### src/rtl/dorow_lut_loader.sv
// dorow_lut_loader: builds the four GF(2^8) x2/x3 tables with xtime and streams them over the DoRow config bus.
// Optional read-back pass after the writes: define DOROW_LUT_LOADER_VERIFY_EN.
module dorow_lut_loader #(
   parameter int NUM_ENTRIES = 256,
   parameter int TIMEOUT     = 16,
   parameter int DATA_W      = 32
) (
   input  logic                clk,
   input  logic                rst,
   input  logic                start,
   output logic                busy,
   output logic                done,
   output logic                error,
   output logic [9:0]          err_addr,
   output logic                valid,
   output logic [9:0]          addr,
   output logic [DATA_W/8-1:0] wstrb,
   output logic [DATA_W-1:0]   wdata,
   input  logic                ready,
   input  logic [DATA_W-1:0]   rdata
);

   localparam int               WAIT_W    = (TIMEOUT > 1) ? $clog2(TIMEOUT) : 1;
   localparam logic [WAIT_W-1:0] WAIT_LAST = WAIT_W'(TIMEOUT - 1);
   localparam logic [7:0]       IDX_LAST  = 8'(NUM_ENTRIES - 1);

`ifdef DOROW_LUT_LOADER_VERIFY_EN
   typedef enum logic [1:0] {IDLE, WRITE, VERIFY, FINISH} state_t;
`else
   typedef enum logic [1:0] {IDLE, WRITE, FINISH} state_t;
`endif

   state_t            state_q, state_d;
   logic [1:0]        unit_q;
   logic [7:0]        idx_q;
   logic [WAIT_W-1:0] wait_q;
   logic [1:0]        unit_sel;
   logic [7:0]        x2, entry;
   logic              xfer, last_entry, timeout_hit, mismatch;

   // Unit step 0..3 maps to bus select 11, 01, 10, 00; steps 0/1 are mul2, 2/3 are mul3.
   assign unit_sel = {~unit_q[0], ~unit_q[1]};
   assign x2       = {idx_q[6:0], 1'b0} ^ (idx_q[7] ? 8'h1B : 8'h00);
   assign entry    = unit_q[1] ? (x2 ^ idx_q) : x2;

`ifdef DOROW_LUT_LOADER_VERIFY_EN
   assign busy     = (state_q == WRITE) || (state_q == VERIFY);
   assign mismatch = (state_q == VERIFY) && xfer &&
                     (rdata != {{(DATA_W-8){1'b0}}, entry});
`else
   logic unused_rdata;
   assign busy         = (state_q == WRITE);
   assign mismatch     = 1'b0;
   assign unused_rdata = ^rdata;
`endif

   // Handshake: a request is held (addr/wstrb/wdata stable) from the cycle valid rises until the
   // cycle valid && ready; the next request, if any, is presented in the following cycle.
   assign valid = busy;
   assign done  = (state_q == FINISH);
   assign addr  = valid ? {unit_sel, idx_q} : 10'h000;
   assign wdata = valid ? {{(DATA_W-8){1'b0}}, entry} : {DATA_W{1'b0}};
   assign wstrb = (state_q == WRITE) ? {(DATA_W/8){1'b1}} : {(DATA_W/8){1'b0}};

   assign xfer        = valid && ready;
   assign last_entry  = (unit_q == 2'd3) && (idx_q == IDX_LAST);
   assign timeout_hit = valid && !ready && (wait_q == WAIT_LAST);

   always_comb begin
      state_d = state_q;
      case (state_q)
         IDLE: begin
            if (start) state_d = WRITE;
         end
         WRITE: begin
            if (timeout_hit) begin
               state_d = FINISH;
            end else if (xfer && last_entry) begin
`ifdef DOROW_LUT_LOADER_VERIFY_EN
               state_d = VERIFY;
`else
               state_d = FINISH;
`endif
            end
         end
`ifdef DOROW_LUT_LOADER_VERIFY_EN
         VERIFY: begin
            if (timeout_hit || mismatch || (xfer && last_entry)) state_d = FINISH;
         end
`endif
         FINISH: state_d = IDLE;
         default: state_d = IDLE;
      endcase
   end

   always_ff @(posedge clk) begin
      if (rst) begin
         state_q  <= IDLE;
         unit_q   <= 2'd0;
         idx_q    <= 8'd0;
         wait_q   <= '0;
         error    <= 1'b0;
         err_addr <= 10'h000;
      end else begin
         state_q <= state_d;
         if ((state_q == IDLE) && start) begin
            unit_q   <= 2'd0;
            idx_q    <= 8'd0;
            wait_q   <= '0;
            error    <= 1'b0;
            err_addr <= 10'h000;
         end else if (busy) begin
            if (xfer) begin
               wait_q <= '0;
               // Unit step wraps 3 -> 0, which also rewinds the address walk for the read-back pass.
               if (idx_q == IDX_LAST) begin
                  idx_q  <= 8'd0;
                  unit_q <= unit_q + 2'd1;
               end else begin
                  idx_q <= idx_q + 8'd1;
               end
            end else begin
               wait_q <= wait_q + WAIT_W'(1);
            end
            if (timeout_hit || mismatch) begin
               error    <= 1'b1;
               err_addr <= addr;
            end
         end
      end
   end

endmodule

### config.mk
export PLATFORM = sky130hd
export DESIGN_NAME = dorow_lut_loader
export DESIGN_NICKNAME = d
export VERILOG_FILES = /design/src/rtl/dorow_lut_loader.sv
export SDC_FILE = /design/constraint.sdc
export NUM_CORES = 1
export LEC_CHECK = 0
export BUFFER_PORTS_ARGS = -buffer_cell sky130_fd_sc_hd__buf_4
export CAP_MARGIN = 20
export CORE_ASPECT_RATIO = 0.9
export CORE_MARGIN = 8
export CORE_UTILIZATION = 40
export DETAILED_ROUTE_END_ITERATION = 16
export PLACE_DENSITY = 0.7
export SLEW_MARGIN = 0
export SYNTH_ARGS = -nofsm -noshare
export SYNTH_HDL_FRONTEND = slang
export SYNTH_SLANG_ARGS = --single-unit
### constraint.sdc
create_clock -name clk -period 3 [get_ports clk]
set_clock_uncertainty 0.1 [all_clocks]
set_input_delay 0.6 -clock clk [delete_from_list [all_inputs] [get_ports clk]]
set_output_delay 0.6 -clock clk [all_outputs]
set_load 0.05 [all_outputs]
==> impl_metrics.toml, run 1 <==
[route]
drtAntennaViolNets = 0
drt-wirelength-per-cell_um = 13.9
drc_errors = 0
avgViaCountPerCell = 5.17
num_vias = 1464
totalWireLength_um = 3930
drt_iter0_drc = 89
first_pass_iters = 4

[timing]
fin_crit_sh_pct = 75.0
fmax_mhz = 445
tightestPinTransition_ps = 772
hold_violations = 0
setup_tns_ps = 0
setup_viol = 0
rsz0062_at_grt = "false"
min_period_ps = 2250
slew_headroom_pct = 48.2
drv_slew = 0

[placement]
dp.cells = 279
io_buffers = 39
dp_hpwl_um = 2960
place.gp.congestion = 0.770

[yosys]
yosys-top-cells-count = "buf_4 (29), dfxtp_1 (27), a21oi_1 (17)"
synthCells = 213
synth_area_leader_cell = "dfxtp_1"
synthTopCellsByArea = "dfxtp_1 (31%), buf_4 (13%), ha_1 (5.1%), a21oi_1 (4.9%), o21ai_0 (4.1%)"
syn_area_um2 = 1720
async_flop_share_pct = 0
yosysWarnings = 0
synth_cell_types = 40
avgSynthCellArea_um2 = 8.09
synthFlopType = "dfxtp_1"
yosysTopAreaCellShare_pct = 31.3
synth_enable_flop_cells = 0
yosysMostFrequentCell = "buf_4"
ys_ff_latch = 27
yosysSeqAreaShare_pct = 31.3

[setup_path]
cp_top_family = "buffers and inverters"
max_stage_delay_ps = 450
path_class = "reg -> out"
worstPathBufferInverterCount = 2
required_ps = 2300
cp_max_fo = 16
crit_arrival_ps = 1550
endpoint_kind = "primary output"
cp_slowest_cell = "dfxtp_1"
crit_chain = "nand2b_1 -> inv_1 -> and2_1 -> buf_4"
critPathLaunchType = "flop"

[floorplan]
start_util_pct = 42.0
rows = 22
core-area_um2 = 4100
fp.dieW_um = 85.2
dieArea_um2 = 6670
ios = 96
die_h_um = 78.3

[grt]
antenna_found_initial = 0
grt-ovfl-total = 0
track_usage_pct = 11.5
grt_pass1_wl_um = 6510
grt_pass1_vias = 1369
grt_max_degree = 26

[clock_network]
cts_setup_buffers = 0
cts_made_buffers = 3
postCtsResizedCells = 0
h-tree-depth = 1
cts_sinks = 27
cts_tree = "built"
clockBufferDepth = 2
holdBufCountCts = 0
clk_latency_ps = 280
root_buffer = "clkbuf_8"
path_clk_slew_ps = 100

[cells_and_area]
drive_above_1_share_pct = 20.4
final_cells = 283
nets = 279
antennaDiodeCount = 0
area_growth_pct = 11.7
nFillCells = 401

[pwr]
peakVddDrop_mv = 0.328
p_per_area_nw_per_um2 = 396
p_leak_nw = 0.783

[hold_path]
worst_hold_path_type = "reg -> reg"

[status]
status = "finished, final reports clean"

[run]
cap_violations = 0
## metrics by stage
| stage | utilization (%) | worst slack [ps] | total power, mW | cell area, um2 | hold WS (ps) |
|---|---|---|---|---|---|
| CTS | 46.9 | 707 | 0.771 | 1930 | 386 |
| global route | 46.9 | 566 | 0.793 | 1930 | 411 |
| finish | 46.9 | 750 | 0.762 | 1930 | 382 |
| detailed placement | 45.8 | 794 | 0.559 | 1880 | 371 |
| floorplan | - | 430 | 0.563 | 1810 | 363 |
| global placement | 45.8 | 818 | 0.558 | 1880 | 365 |
## area by class of cell
cell class / count / area (um2) / area share (%)
clock inverters: 1 / 7.51 / 0.390
multi-input cells: 161 / 965 / 50.1
inverters: 3 / 11.3 / 0.585
repair buffers: 40 / 300 / 15.6
well taps: 48 / 60.1 / 3.12
clock buffers: 3 / 41.3 / 2.14
flip-flops and latches: 27 / 541 / 28.1
## tightest hold or removal path: stages, from the launching register on
cell	delay, ps
dfxtp_1	320
o21ai_0	60
a21oi_1	60
## flip-flops by register name, summed over array words and instances, names as in the netlist
register / count
error: 1
wait_q: 4
err_addr: 10
unit_q: 2
idx_q: 8
state_q: 2
## worst paths after layout
check                                  from          end  slack [ps]  depth (start not counted)
worst max-delay path             state_q[0]      addr[3]         750                          4
worst min register to register  err_addr[3]  err_addr[3]         380                          2
worst min-delay path            err_addr[3]  err_addr[3]         380                          2
worst max register to register     idx_q[0]     idx_q[0]         990                          4
## logic make-up (layout without fill, tap and decap cells)
| kind of cell | Yosys count | in the layout | synth area share [%] |
|---|---|---|---|
| multiplexers | 4 | 4 | 2.32 |
| buffers and inverters | 48 | 47 | 17.7 |
| flip-flops | 27 | 27 | 31.3 |
| adder cells (fa/ha/maj) | 7 | 7 | 5.08 |
| AND/OR/NAND/NOR | 73 | 73 | 23.5 |
| XOR/XNOR | 9 | 9 | 4.57 |
| other | 1 | 24 | 0.217 |
| AO/OA/AOI/OAI | 44 | 44 | 15.2 |
## metal layers
metal  vias up  share of wire, %  track usage (%)
met2        44                47             19.3
met5         -                 0                0
li1        732                 -                -
met4         0              0.36             2.13
met3         2               6.1             3.43
met1       686                47             14.3
## where the power goes
| part | switching, mW | internal, mW | total [mW] |
|---|---|---|---|
| clock network | 0.117 | 0.0943 | 0.211 |
| logic | 0.153 | 0.0307 | 0.183 |
| registers | 0.00592 | 0.361 | 0.367 |
## cells in the final DEF (no fill, tap or decap)
cell	synthesis	final
a211oi_1	4	4
a211oi_2	1	1
a21boi_0	1	1
a21oi_1	17	17
a311oi_1	1	1
a31oi_1	1	1
a32o_1	1	1
and2_1	9	9
and2b_1	1	1
and3b_1	1	1
and4_1	1	1
and4bb_2	1	1
buf_4	29	40
clkbuf_8	0	3
clkinvlp_4	0	1
conb_1	1	24
dfxtp_1	27	27
ha_1	7	7
inv_1	3	3
mux2i_1	4	4
nand2_1	13	13
nand2b_1	1	1
nand3_1	9	9
nand3b_1	2	2
nand4_1	5	5
nand4b_1	1	1
nand4bb_1	1	1
nor2_1	14	14
nor3_1	3	3
nor3b_1	1	1
o211a_1	1	1
o21ai_0	14	14
o31ai_1	3	3
or2_2	1	1
or3_1	6	6
or4_1	2	2
or4_4	1	1
xnor2_1	7	7
xor2_1	2	2
(Power assumes the default switching activity.)
==> run 2, diff against run 1 <==
--- a/config.mk
+++ b/config.mk
@@ -11,7 +11,7 @@
 export CORE_MARGIN = 8
 export CORE_UTILIZATION = 40
 export DETAILED_ROUTE_END_ITERATION = 16
-export PLACE_DENSITY = 0.7
+export PLACE_DENSITY = 0.73
 export SLEW_MARGIN = 0
 export SYNTH_ARGS = -nofsm -noshare
 export SYNTH_HDL_FRONTEND = slang
==> constraint.sdc (replaced) <==
create_clock -name clk -period 1.86 [get_ports clk]
set_clock_uncertainty 0.1 [all_clocks]
set_input_delay 0.372 -clock clk [delete_from_list [all_inputs] [get_ports clk]]
set_output_delay 0.372 -clock clk [all_outputs]
set_load 0.05 [all_outputs]
==> run 2 against run 1 <==
Sequential share of layout area shrank 1.9 points. Sequential cell count is the same. Routed wire length increased by 5.6%. Non-clock buffer count increased by 14. Final cell count up 5.3%. Power rose by 64%. Global-route usage rose by 1.1 points. Clock power increased by 58%. Combinational power up 81%. Die area unchanged. Highest routed layer unchanged.
==> impl_metrics.toml, run 2 (same netlist as run 1, synthesis figures left out) <==
[cells_and_area]
nFillCells = 413
multi_input_area_um2 = 996
mostFrequentLayoutCells = "buf_4 (45), conb_1 (24), dfxtp_1 (20)"
nets = 294
top_regs = "err_addr x10, idx_q x8, wait_q x4"
seq_area_um2 = 554
largest_reg_flops = 10
final_common_cell = "buf_4"
drive_above_1_share_pct = 32.8
area_growth_pct = 22.8
antennaDiodeCount = 0
top_register = "err_addr"

[floorplan]
ios = 96
dieArea_um2 = 6670
fp.dieW_um = 85.2
start_util_pct = 42.0
core-area_um2 = 4100
rows = 22
die_h_um = 78.3

[route]
num_vias = 1504
avgViaCountPerCell = 5.05
drt_iter0_drc = 112
totalWireLength_um = 4150
drt-wirelength-per-cell_um = 13.9
drc_errors = 0
drtAntennaViolNets = 0
first_pass_iters = 4

[grt]
antenna_found_initial = 0
grt_pass1_vias = 1458
grt_pass1_wl_um = 6960
grt-ovfl-total = 0
grt_max_degree = 26
track_usage_pct = 12.6

[pwr]
p_per_area_nw_per_um2 = 591
p_leak_nw = 0.867
peakVddDrop_mv = 0.423

[placement]
dp_hpwl_um = 3080
place.gp.congestion = 0.829
io_buffers = 39
pre_cts_ws_ps = 71.0

[timing]
setup_viol = 0
fin_crit_sh_pct = 96.5
fin_hold_ws_ps = 283
min_period_ps = 1790
hold_violations = 0
drv_slew = 0
fin_ws_ps = 65.8
fmax_mhz = 557

[clock_network]
clockBufferDepth = 2
clk_latency_ps = 270
cts_made_buffers = 3
cts_tree = "built"
cts_sinks = 27
root_buffer = "clkbuf_8"
path_clk_slew_ps = 90
h-tree-depth = 1

[setup_path]
crit_arrival_ps = 1320
endpoint_kind = "primary output"
cp_max_fo = 12
required_ps = 1390
path_class = "reg -> out"
critPathLaunchType = "flop"

[run]
cap_violations = 0

[status]
status = "finished, final reports clean"

[hold_path]
worst_hold_path_type = "in -> reg"
## run 2: changes by cell type in the layout (fill, tap and decap cells not counted), moves of 2 or more
| cell | before | now |
|---|---|---|
| dfxtp_4 | 0 | 2 |
| and2_2 | 0 | 7 |
| dfxtp_1 | 27 | 20 |
| nor2_1 | 14 | 11 |
| and2_1 | 9 | 2 |
| buf_4 | 40 | 45 |
| dfxtp_2 | 0 | 5 |
| buf_6 | 0 | 9 |
| nor2_2 | 0 | 3 |
## run 2: metrics by stage
stage	cells	util (%)	total power [mW]	setup TNS, ps	area (um2)
final	298	51.6	1.25	0	2120
after global routing	298	51.6	1.31	-2.58	2120
after CTS	297	50.2	1.25	0	2060
after detailed placement	290	48.2	0.912	0	1980
after global placement	290	48.2	0.909	0	1980
after floorplan	236	-	0.912	-825	1830
## run 2: report_power, final
group | switching, mW | internal (mW) | leakage (nW)
combinational | 0.263 | 0.0689 | 0.622
clock | 0.179 | 0.153 | 0.0228
sequential | 0.00577 | 0.580 | 0.222
## run 2: path summary, 6_finish.rpt
kind / startpoint / end / slack, ps / depth (start not counted)
worst max-delay path: state_q[1] / wdata[0] / 70 / 4
worst max register to register: state_q[1] / unit_q[0] / 170 / 4
worst min register to register: err_addr[1] / err_addr[1] / 380 / 2
worst min-delay path: rst / state_q[1] / 280 / 3
## run 2: area by class of cell
cell class / count / area share (%)
clock buffer: 4 / 2.13
inverter: 3 / 0.709
multi-input combinational: 161 / 47.0
sequential: 27 / 26.2
tap: 48 / 2.84
timing repair buffer: 54 / 20.7
timing repair inverter: 1 / 0.355
## run 2: per-layer routing
metal	wire (um)	global-route usage, %	up-vias
li1	-	-	762
met1	1880	15.0	702
met2	2000	20.9	38
met3	255	4.16	2
met4	14	3.73	0
met5	0	0	-
## run 2: critical path, stage by stage (launching register included)
cell,delay [ps]
dfxtp_4,350
nand2b_4,170
buf_4,200
nor2_1,160
buf_6,180
## run 2: timing repair
| action | CTS | global route |
|---|---|---|
| endpoints found under the setup margin | 15 | 15 |
| setup buffers | 2 | 1 |
| gates cloned | 1 | 0 |
| pin swaps | 0 | 1 |
| hold endpoints to repair | 0 | 0 |
| hold buffers | 0 | 0 |
| gates resized for setup | 7 | 16 |
